`src/rtl/i2c_cmd_sequencer.sv`:
```
// i2c_cmd_sequencer: walks a runtime-loaded table of I2C commands and
// presents each one to the I2C master core. Each command waits for the
// core's completion, is re-issued after a NACK up to RETRY_MAX times and is
// failed if the core does not complete within TIMEOUT_CYC cycles. Bytes from
// read modes (0x04..0x06) are captured into a result buffer.
// Build option: define I2C_RD_VERIFY_EN to fail a read whose returned byte
// differs from the entry's data field (err_code 2).
module i2c_cmd_sequencer #(
   parameter int DEPTH       = 8,
   parameter int IDX_W       = 3,
   parameter int RETRY_MAX   = 3,
   parameter int TIMEOUT_CYC = 120000,
   parameter int GAP_CYC     = 16
) (
   input  logic             clk_12m,
   input  logic             rst_n,
   input  logic             start,
   input  logic             tbl_we,
   input  logic [IDX_W-1:0] tbl_addr,
   input  logic [30:0]      tbl_wdata,
   input  logic             i2c_done,
   input  logic             i2c_nack,
   input  logic [7:0]       i2c_read_data,
   output logic [7:0]       i2c_config,
   output logic [6:0]       i2c_dev_addr,
   output logic [7:0]       i2c_reg_addr,
   output logic [7:0]       i2c_reg_data,
   input  logic [IDX_W-1:0] res_addr,
   output logic [7:0]       res_data,
   output logic             busy,
   output logic             seq_done,
   output logic             err,
   output logic [1:0]       err_code,
   output logic [IDX_W-1:0] cur_idx
);

   localparam int TMO_W = $clog2(TIMEOUT_CYC);
   localparam int GAP_W = $clog2(GAP_CYC);

   typedef enum logic [2:0] {
      S_IDLE, S_LOAD, S_ISSUE, S_WAIT, S_CHECK, S_GAP, S_FINISH, S_FAIL
   } state_t;

   state_t           r_state;
   logic [30:0]      r_tbl [DEPTH];
   logic [7:0]       r_res [DEPTH];
   logic [30:0]      r_entry;
   logic [IDX_W-1:0] r_idx;
   logic [3:0]       r_retry;
   logic [TMO_W-1:0] r_tmo;
   logic [GAP_W-1:0] r_gap;
   logic             r_reissue;
   logic [7:0]       r_config;
   logic [6:0]       r_dev;
   logic [7:0]       r_reg;
   logic [7:0]       r_wdata;
   logic [7:0]       r_res_data;
   logic             r_busy;
   logic             r_seq_done;
   logic             r_err;
   logic [1:0]       r_err_code;
   logic             r_done_s1, r_done_s2, r_done_s3, r_done_p;
   logic             r_nack;
   logic [7:0]       r_rdata;

   logic w_done_rise;
   logic w_is_read;
   logic w_res_we;

   assign w_done_rise = r_done_s2 & ~r_done_s3;
   assign w_is_read   = (r_entry[30:23] == 8'h04) || (r_entry[30:23] == 8'h05) ||
                        (r_entry[30:23] == 8'h06);
   assign w_res_we    = (r_state == S_CHECK) && w_is_read;

   assign i2c_config   = r_config;
   assign i2c_dev_addr = r_dev;
   assign i2c_reg_addr = r_reg;
   assign i2c_reg_data = r_wdata;
   assign res_data     = r_res_data;
   assign busy         = r_busy;
   assign seq_done     = r_seq_done;
   assign err          = r_err;
   assign err_code     = r_err_code;
   assign cur_idx      = r_idx;

   // Synchronise i2c_done, detect its rising edge, and capture nack/data with that pulse.
   // NOTE: non-blocking assignments let every stage sample the previous stage's old value.
   always_ff @(posedge clk_12m or negedge rst_n) begin
      if (!rst_n) begin
         r_done_s1 <= 1'b0;
         r_done_s2 <= 1'b0;
         r_done_s3 <= 1'b0;
         r_done_p  <= 1'b0;
         r_nack    <= 1'b0;
         r_rdata   <= 8'h00;
      end else begin
         r_done_s1 <= i2c_done;
         r_done_s2 <= r_done_s1;
         r_done_s3 <= r_done_s2;
         r_done_p  <= w_done_rise;
         if (w_done_rise) begin
            r_nack  <= i2c_nack;
            r_rdata <= i2c_read_data;
         end
      end
   end

   // Command table write port; writes are dropped while a sequence runs.
   // NOTE: storage arrays carry no reset so they map onto plain RAM; only control state is reset.
   always_ff @(posedge clk_12m) begin
      if (tbl_we && !r_busy) r_tbl[tbl_addr] <= tbl_wdata;
   end

   // Result buffer write port, fed by read-mode completions.
   always_ff @(posedge clk_12m) begin
      if (w_res_we) r_res[r_idx] <= r_rdata;
   end

   // Registered result read; a same-cycle write to the same index is seen next cycle.
   always_ff @(posedge clk_12m or negedge rst_n) begin
      if (!rst_n) r_res_data <= 8'h00;
      else        r_res_data <= r_res[res_addr];
   end

   // Sequencer FSM with registered core-facing and status outputs.
   always_ff @(posedge clk_12m or negedge rst_n) begin
      if (!rst_n) begin
         r_state    <= S_IDLE;
         r_entry    <= '0;
         r_idx      <= '0;
         r_retry    <= '0;
         r_tmo      <= '0;
         r_gap      <= '0;
         r_reissue  <= 1'b0;
         r_config   <= 8'h00;
         r_dev      <= 7'h00;
         r_reg      <= 8'h00;
         r_wdata    <= 8'h00;
         r_busy     <= 1'b0;
         r_seq_done <= 1'b0;
         r_err      <= 1'b0;
         r_err_code <= 2'd0;
      end else begin
         r_seq_done <= 1'b0;
         case (r_state)
            S_IDLE: begin
               if (start) begin
                  r_idx      <= '0;
                  r_retry    <= '0;
                  r_reissue  <= 1'b0;
                  r_busy     <= 1'b1;
                  r_err      <= 1'b0;
                  r_err_code <= 2'd0;
                  r_state    <= S_LOAD;
               end
            end
            S_LOAD: begin
               r_entry <= r_tbl[r_idx];
               if (r_tbl[r_idx][30:23] == 8'h00) begin
                  r_busy     <= 1'b0;
                  r_seq_done <= 1'b1;
                  r_state    <= S_FINISH;
               end else begin
                  r_state <= S_ISSUE;
               end
            end
            S_ISSUE: begin
               r_config <= r_entry[30:23];
               r_dev    <= r_entry[22:16];
               r_reg    <= r_entry[15:8];
               r_wdata  <= r_entry[7:0];
               r_tmo    <= '0;
               r_state  <= S_WAIT;
            end
            S_WAIT: begin
               r_tmo <= r_tmo + 1'b1;
               if (r_done_p) begin
                  if (!r_nack) begin
                     r_state <= S_CHECK;
                  end else if (r_retry < 4'(RETRY_MAX)) begin
                     r_retry   <= r_retry + 1'b1;
                     r_reissue <= 1'b1;
                     r_config  <= 8'h00;
                     r_gap     <= '0;
                     r_state   <= S_GAP;
                  end else begin
                     r_err      <= 1'b1;
                     r_err_code <= 2'd1;
                     r_config   <= 8'h00;
                     r_busy     <= 1'b0;
                     r_state    <= S_FAIL;
                  end
               end else if (r_tmo == TMO_W'(TIMEOUT_CYC - 1)) begin
                  r_err      <= 1'b1;
                  r_err_code <= 2'd3;
                  r_config   <= 8'h00;
                  r_busy     <= 1'b0;
                  r_state    <= S_FAIL;
               end
            end
            S_CHECK: begin
`ifdef I2C_RD_VERIFY_EN
               if (w_is_read && (r_rdata != r_entry[7:0])) begin
                  r_err      <= 1'b1;
                  r_err_code <= 2'd2;
                  r_config   <= 8'h00;
                  r_busy     <= 1'b0;
                  r_state    <= S_FAIL;
               end else begin
                  r_retry   <= '0;
                  r_reissue <= 1'b0;
                  r_idx     <= r_idx + 1'b1;
                  r_config  <= 8'h00;
                  r_gap     <= '0;
                  r_state   <= S_GAP;
               end
`else
               r_retry   <= '0;
               r_reissue <= 1'b0;
               r_idx     <= r_idx + 1'b1;
               r_config  <= 8'h00;
               r_gap     <= '0;
               r_state   <= S_GAP;
`endif
            end
            S_GAP: begin
               r_gap <= r_gap + 1'b1;
               if (r_gap == GAP_W'(GAP_CYC - 1)) begin
                  if (r_reissue) begin
                     r_state <= S_ISSUE;
                  end else if (r_idx == '0) begin
                     // Index wrapped: every table entry has been executed.
                     r_busy     <= 1'b0;
                     r_seq_done <= 1'b1;
                     r_state    <= S_FINISH;
                  end else begin
                     r_state <= S_LOAD;
                  end
               end
            end
            S_FINISH: r_state <= S_IDLE;
            S_FAIL:   r_state <= S_IDLE;
            default:  r_state <= S_IDLE;
         endcase
      end
   end

endmodule
```
`config.mk`:
```
export PLATFORM = sky130hd
export DESIGN_NAME = i2c_cmd_sequencer
export DESIGN_NICKNAME = d
export VERILOG_FILES = /design/src/rtl/i2c_cmd_sequencer.sv
export SDC_FILE = /design/constraint.sdc
export NUM_CORES = 1
export LEC_CHECK = 0
export ABC_AREA = 1
export CAP_MARGIN = 20
export CORE_MARGIN = 2
export CORE_UTILIZATION = 55
export DETAILED_ROUTE_END_ITERATION = 10
export PLACE_DENSITY = 0.72
export SYNTH_ARGS = -nofsm -noshare
export SYNTH_HDL_FRONTEND = slang
export SYNTH_SLANG_ARGS = --single-unit
export TNS_END_PERCENT = 1
```
`constraint.sdc`:
```
create_clock -name clk_12m -period 3.3 [get_ports clk_12m]
set_input_delay 0.66 -clock clk_12m [delete_from_list [all_inputs] [get_ports clk_12m]]
set_output_delay 0.66 -clock clk_12m [all_outputs]
set_load 0.1 [all_outputs]
```
== Word-level counts from Yosys, hierarchy flattened ==
Memory sizes are Yosys's and may differ from the RTL's. A register that Yosys moved wholly into a read port is not among the register bits.
Index checks and enable logic that the tools add are counted.
Word-level totals
  flip-flop bits (word level): 112
  bits in writable memories: 312
  bits of input ports: 51
  output and inout port bits: 47
  logic and storage cells: 138
  memories kept: 2
Memories
  r_tbl: depth 8, width 31, read ports 1, clocked after Yosys merged registers in 0, write ports 1, RTL line 45  | logic [30:0] r_tbl [DEPTH];
  r_res: depth 8, width 8, read ports 1, clocked after Yosys merged registers in 1, write ports 1, RTL line 46  | logic [7:0] r_res [DEPTH];
Cells by class
  $add $sub $neg: 4
  order comparisons: 1
  eq/ne operators: 23
  muxes and demuxes: 61
  bitwise operators: 2
  reductions and logical operators: 24
Operator list (number)
  one-hot mux 17 bit (2 select lines): 1
  two-way mux 4 bit: 7
  two-way mux 1 bit: 25
  == test 8 x 3 -> 1 bit (second input constant): 3
  two-way mux 3 bit: 8
  two-way mux 8 bit: 3
  one-hot mux 4 bit (3 select lines): 2
  one-hot mux 8 bit (3 select lines): 1
  one-hot mux 3 bit (7 select lines): 1
  adder 17 x 1 -> 17 bit (second input constant): 1
  == test 17 bit (second input constant): 1
  inequality test 2 bit (second input constant): 8
  two-way mux 2 bit: 7
  == test 3 bit (second input constant): 4
  AND reduction 5 bit: 2
  inequality test 3 bit (second input constant): 3
  AND reduction 9 bit: 1
  nonzero test 3 bit: 3
  adder 4 x 1 -> 4 bit (second input constant): 2
  zero test 8 bit: 1
  == test 3 x 2 -> 1 bit (second input constant): 2
  zero test 3 bit: 2
  one-hot mux 3 bit (2 select lines): 1
  AND reduction 3 bit: 2
  18 further kinds: 24

== Logic depth before layout (Yosys ltp) ==
  depth in word-level cells: 6
  gate-level depth with buffers: 14
  gate-level depth less buffers: 13

== Least setup slack after synthesis ==
OpenSTA, ideal clock, no wires.
  kind: register -> register
  start point: register r_busy (netlist: busy)
  end point: memory r_tbl[0][0] (enable)
  setup time: 419 ps
  arrival: 2425 ps
  data required time: 2881 ps
  setup slack: 456 ps
  cell stages (with the launch flop): 4
  path buffers: 0
  clock period less this slack: 2844 ps
  cells stage by stage: dfrtp_1 > nor2_1 > nand2_1 > nor2_1
Between the ends
  longest elaborated chain between the ends: 4
RTL lines
  start, declared: RTL line 58  | logic r_busy;
  start signal, assigned: RTL line 139  | r_busy <= 1'b0;
  start signal, assigned: RTL line 151  | r_busy <= 1'b1;
  start signal, assigned: RTL line 160  | r_busy <= 1'b0;
  zero test 1 bit: RTL line 111  | if (tbl_we && !r_busy) r_tbl[tbl_addr] <= tbl_wdata;
  logical AND 1 bit: RTL line 111
  two-way mux 1 bit: RTL line 111
  two-way mux 1 bit (implied by the code): RTL line 111
  end, declared: RTL line 45
Every way passes these cells.

== Final worst setup path ==
  start point: register r_idx[0] (netlist: cur_idx[0])
  end point: output port cur_idx[0]
RTL lines
  start, declared: RTL line 48  | logic [IDX_W-1:0] r_idx;
  start signal, assigned: RTL line 220  | r_idx <= r_idx + 1'b1;
  end, declared: RTL line 34  | output logic [IDX_W-1:0] cur_idx
No word-level cell between the ends.

==> results.md <==
- Max-slew headroom: 45.8%
- Antenna diode count: 0
- Die height: 180 um
- Cell Area, Synth: 17,000 um2
- Worst Tran Pin Value: 812 ps
- Max Buffers Root-to-Sink: 3
- First-pass GRT wire length: 59,700 um
- Largest net degree at the start of global routing: 55
- Non-Filler Instances: 1,976
- Total Power Consumption: between 0.015 and 0.02 W
- Crit-path slowest cell: buf_4
- Clk Latency, worst-skew pair: 550 ps
- Rows: 64
- Avg Synthesized Cell Area: roughly 12 um2
- Top cell type's share of synthesized area: 55.2%
- Min Clock Period, post-route: 2400 ps
- Top cells by instance count after synthesis: nand2_1 (364), edfxtp_1 (312), nor2_1 (126)
- Postcts setup bufs: 0
- Drt via density: 5.53
- Status: finished, final reports clean
- Busiest layer in global routing: met2
- CP bufs+invs: 2
- Routed WL per cell: 19.1 um
- Placed cells: about 1,900
- Drt drc: 0
- Endpoints failing setup: 0
- Clk slew on worst S/H paths: approximately 60 ps
- Part of the cycle the worst path needs: 72.7%
- Fmax: 417 MHz
- Worst hold path type: in -> async
- FILL cells: 2,213
- Unique masters post-synth: between 40 and 50
- GP Congestion: around 0.87
- LEAKAGE: 7.94 nW
- Mapped Cells: roughly 1,400
- Setup crit start kind: flop
- Post-synthesis sequential area ratio: 72.7%
- Max_cap viols: 0
- Final #Nets: between 1,500 and 2,000
- IO Pins: 98
- Sequential cell area: 12,300 um2
- Initial Util: roughly 56%
- IO Port Bufs: 97
- TritonCTS Buffers: 43
- Synthesis-stage register bit count: 431
- Most common cell in the synthesized netlist: nand2_1
- Levels on crit path: 2
- TritonCTS clock tree: done
- Post-CTS Hold Buffers: 0
- WP data arrival: 1740 ps
- Via count: 10,900
- Clock sinks: 431
- Critical path fanouts, max: 39
- Ys async rst share: 27.6%
- Number of synthesized flops with an enable pin: 312
- Area of the multi-input gates: 3900 um2
- Worst path max stage delay: between 400 and 500 ps
- Area leader, netlist: edfxtp_1
- Crit Path Class: reg -> out
- GR Util met2: 37.2%
- Area growth from synthesis to layout: 16.9%
- Drt first pass iters: 5
- Maximum vdd drop: about 550 uV
- PD cells: 864 nW/um2
- CTS Root Cell: clkbuf_16
- Antenna viol nets, final: 0
- M1 GR Usage: 34.1%
- Grt total ovfl: 0
- Layout cell share with drive strength beyond 1: a little under an eighth
- Core Region: 30,500 um2
- Met3 Usage GRT: 3.95%
- Initial drt markers: 1,099
- CTS-repair resized insts: 0
- Hold Fails Final Rpt: 0
- Critical Path Most Common Cell: buf_4
- RSZ-0062 raised after global routing: false
- DP HPWL: about 23,000 um
- Die area: roughly 32,000 um2
- Total wire length: 37,700 um
- Crit. End Element: output port
- Syn Nets: 1,478
- Synth top area cells: edfxtp_1 (55%), dfrtp_1 (18%), nand2_1 (8.0%), nor2_1 (2.8%), inv_1 (2.6%)
- Final slew viol count: 0
- All-Layer GR Usage: between 20% and 30%
- Vias in the first global route: ~11,000
- Setup tns final: 0 ps
- Prevailing post-synth register cell: edfxtp_1
- Die width: 180 um
- Crit path max-delay family: buffers and inverters
- H-tree depth: 2
- CP Cell Sequence: buf_4, buf_4
- Worst Skew: 22.7 ps
- Yosys warns: 0
- FF-to-FF path depth: 11
- Initial antenna violation count: 1
- Required @ worst endpoint: roughly 2600 ps
kinds of logic after synthesis:
group | synth area share, %
buffers and inverters | 4.75
DFF | 72.7
adders and majority gates | 0.368
AOI/OAI and AO/OA | 7.55
and+or+nand+nor | 14.5
xor gates and xnor gates | 0.103
final cells by class:
cell class / count / share of cell area (%)
inverters: 128 / 2.42
clock buffers: 53 / 5.66
multi-input cells: 811 / 19.6
clock inverters: 27 / 1.61
repair buffers: 130 / 6.04
flip-flops and latches: 431 / 62.2
well taps: 396 / 2.49
per-stage QoR:
stage / hold WS [ps] / area (um2) / setup slack, ps / utilization, %
after floorplan: 331 / 17000 / 456 / -
after global placement: 341 / 18400 / 729 / 60.4
after detailed placement: 336 / 18400 / 713 / 60.4
after CTS: 156 / 19900 / 896 / 65.1
after global routing: 178 / 19900 / 704 / 65.1
final: 140 / 19900 / 902 / 65.1
sequential cells by signal (all words and copies together) (netlist names), 2 cells and up:
name,count
r_rdata,8
r_retry,4
r_entry,31
r_res,64
err_code,2
i2c_config,8
i2c_dev_addr,7
i2c_reg_data,8
res_data,8
r_tmo,17
r_gap,4
cur_idx,3
r_state,3
i2c_reg_addr,8
r_tbl,248
path summary, 6_finish.rpt:
check,startpoint,endpoint,slack (ps)
setup / recovery,cur_idx[0]$_DFFE_PN0P_,cur_idx[0],900
max in group asynchronous,rst_n,r_entry[24]$_DFFE_PN0P_,2390
hold / removal,rst_n,r_rdata[3]$_DFFE_PN0P_,140
setup reg to reg,cur_idx[0]$_DFFE_PN0P_,r_state[2]$_DFFE_PN0P_,950
min in group clk_12m,r_done_s1$_DFF_PN0_,r_done_s2$_DFF_PN0_,360
hold reg to reg,r_done_s1$_DFF_PN0_,r_done_s2$_DFF_PN0_,360
power breakdown:
part | internal, W | total (W) | switching [W] | leakage (nW)
Clock | 0.00292 | 0.00494 | 0.00203 | 0.703
Combinational | 0.00132 | 0.00538 | 0.00406 | 2.93
Sequential | 0.00646 | 0.00684 | 0.000382 | 4.30
metal layers:
layer  part of all wire (%)  vias up
met5                      0        -
met4                    2.6        0
met3                    7.6       80
met2                     46      456
met1                     44     5246
li1                       -     5143
placed cells by master (no fill, tap or decap), types with 12 or more instances in the layout:
master           netlist  layout
nand2_1              364     363
edfxtp_1             312     312
inv_1                119     119
dfrtp_1              119     119
nor2_1               126     118
o21ai_0               84      84
buf_4                 10      73
nand3_1               60      60
clkdlybuf4s50_1        0      49
clkbuf_16              0      43
a21oi_1               31      31
nor3_1                18      18
a221oi_1              17      17
a22oi_1               14      14
nor2_4                 5      13
a31oi_1               12      12
a22o_1                12      12
Power figures use the tool's default switching activity.
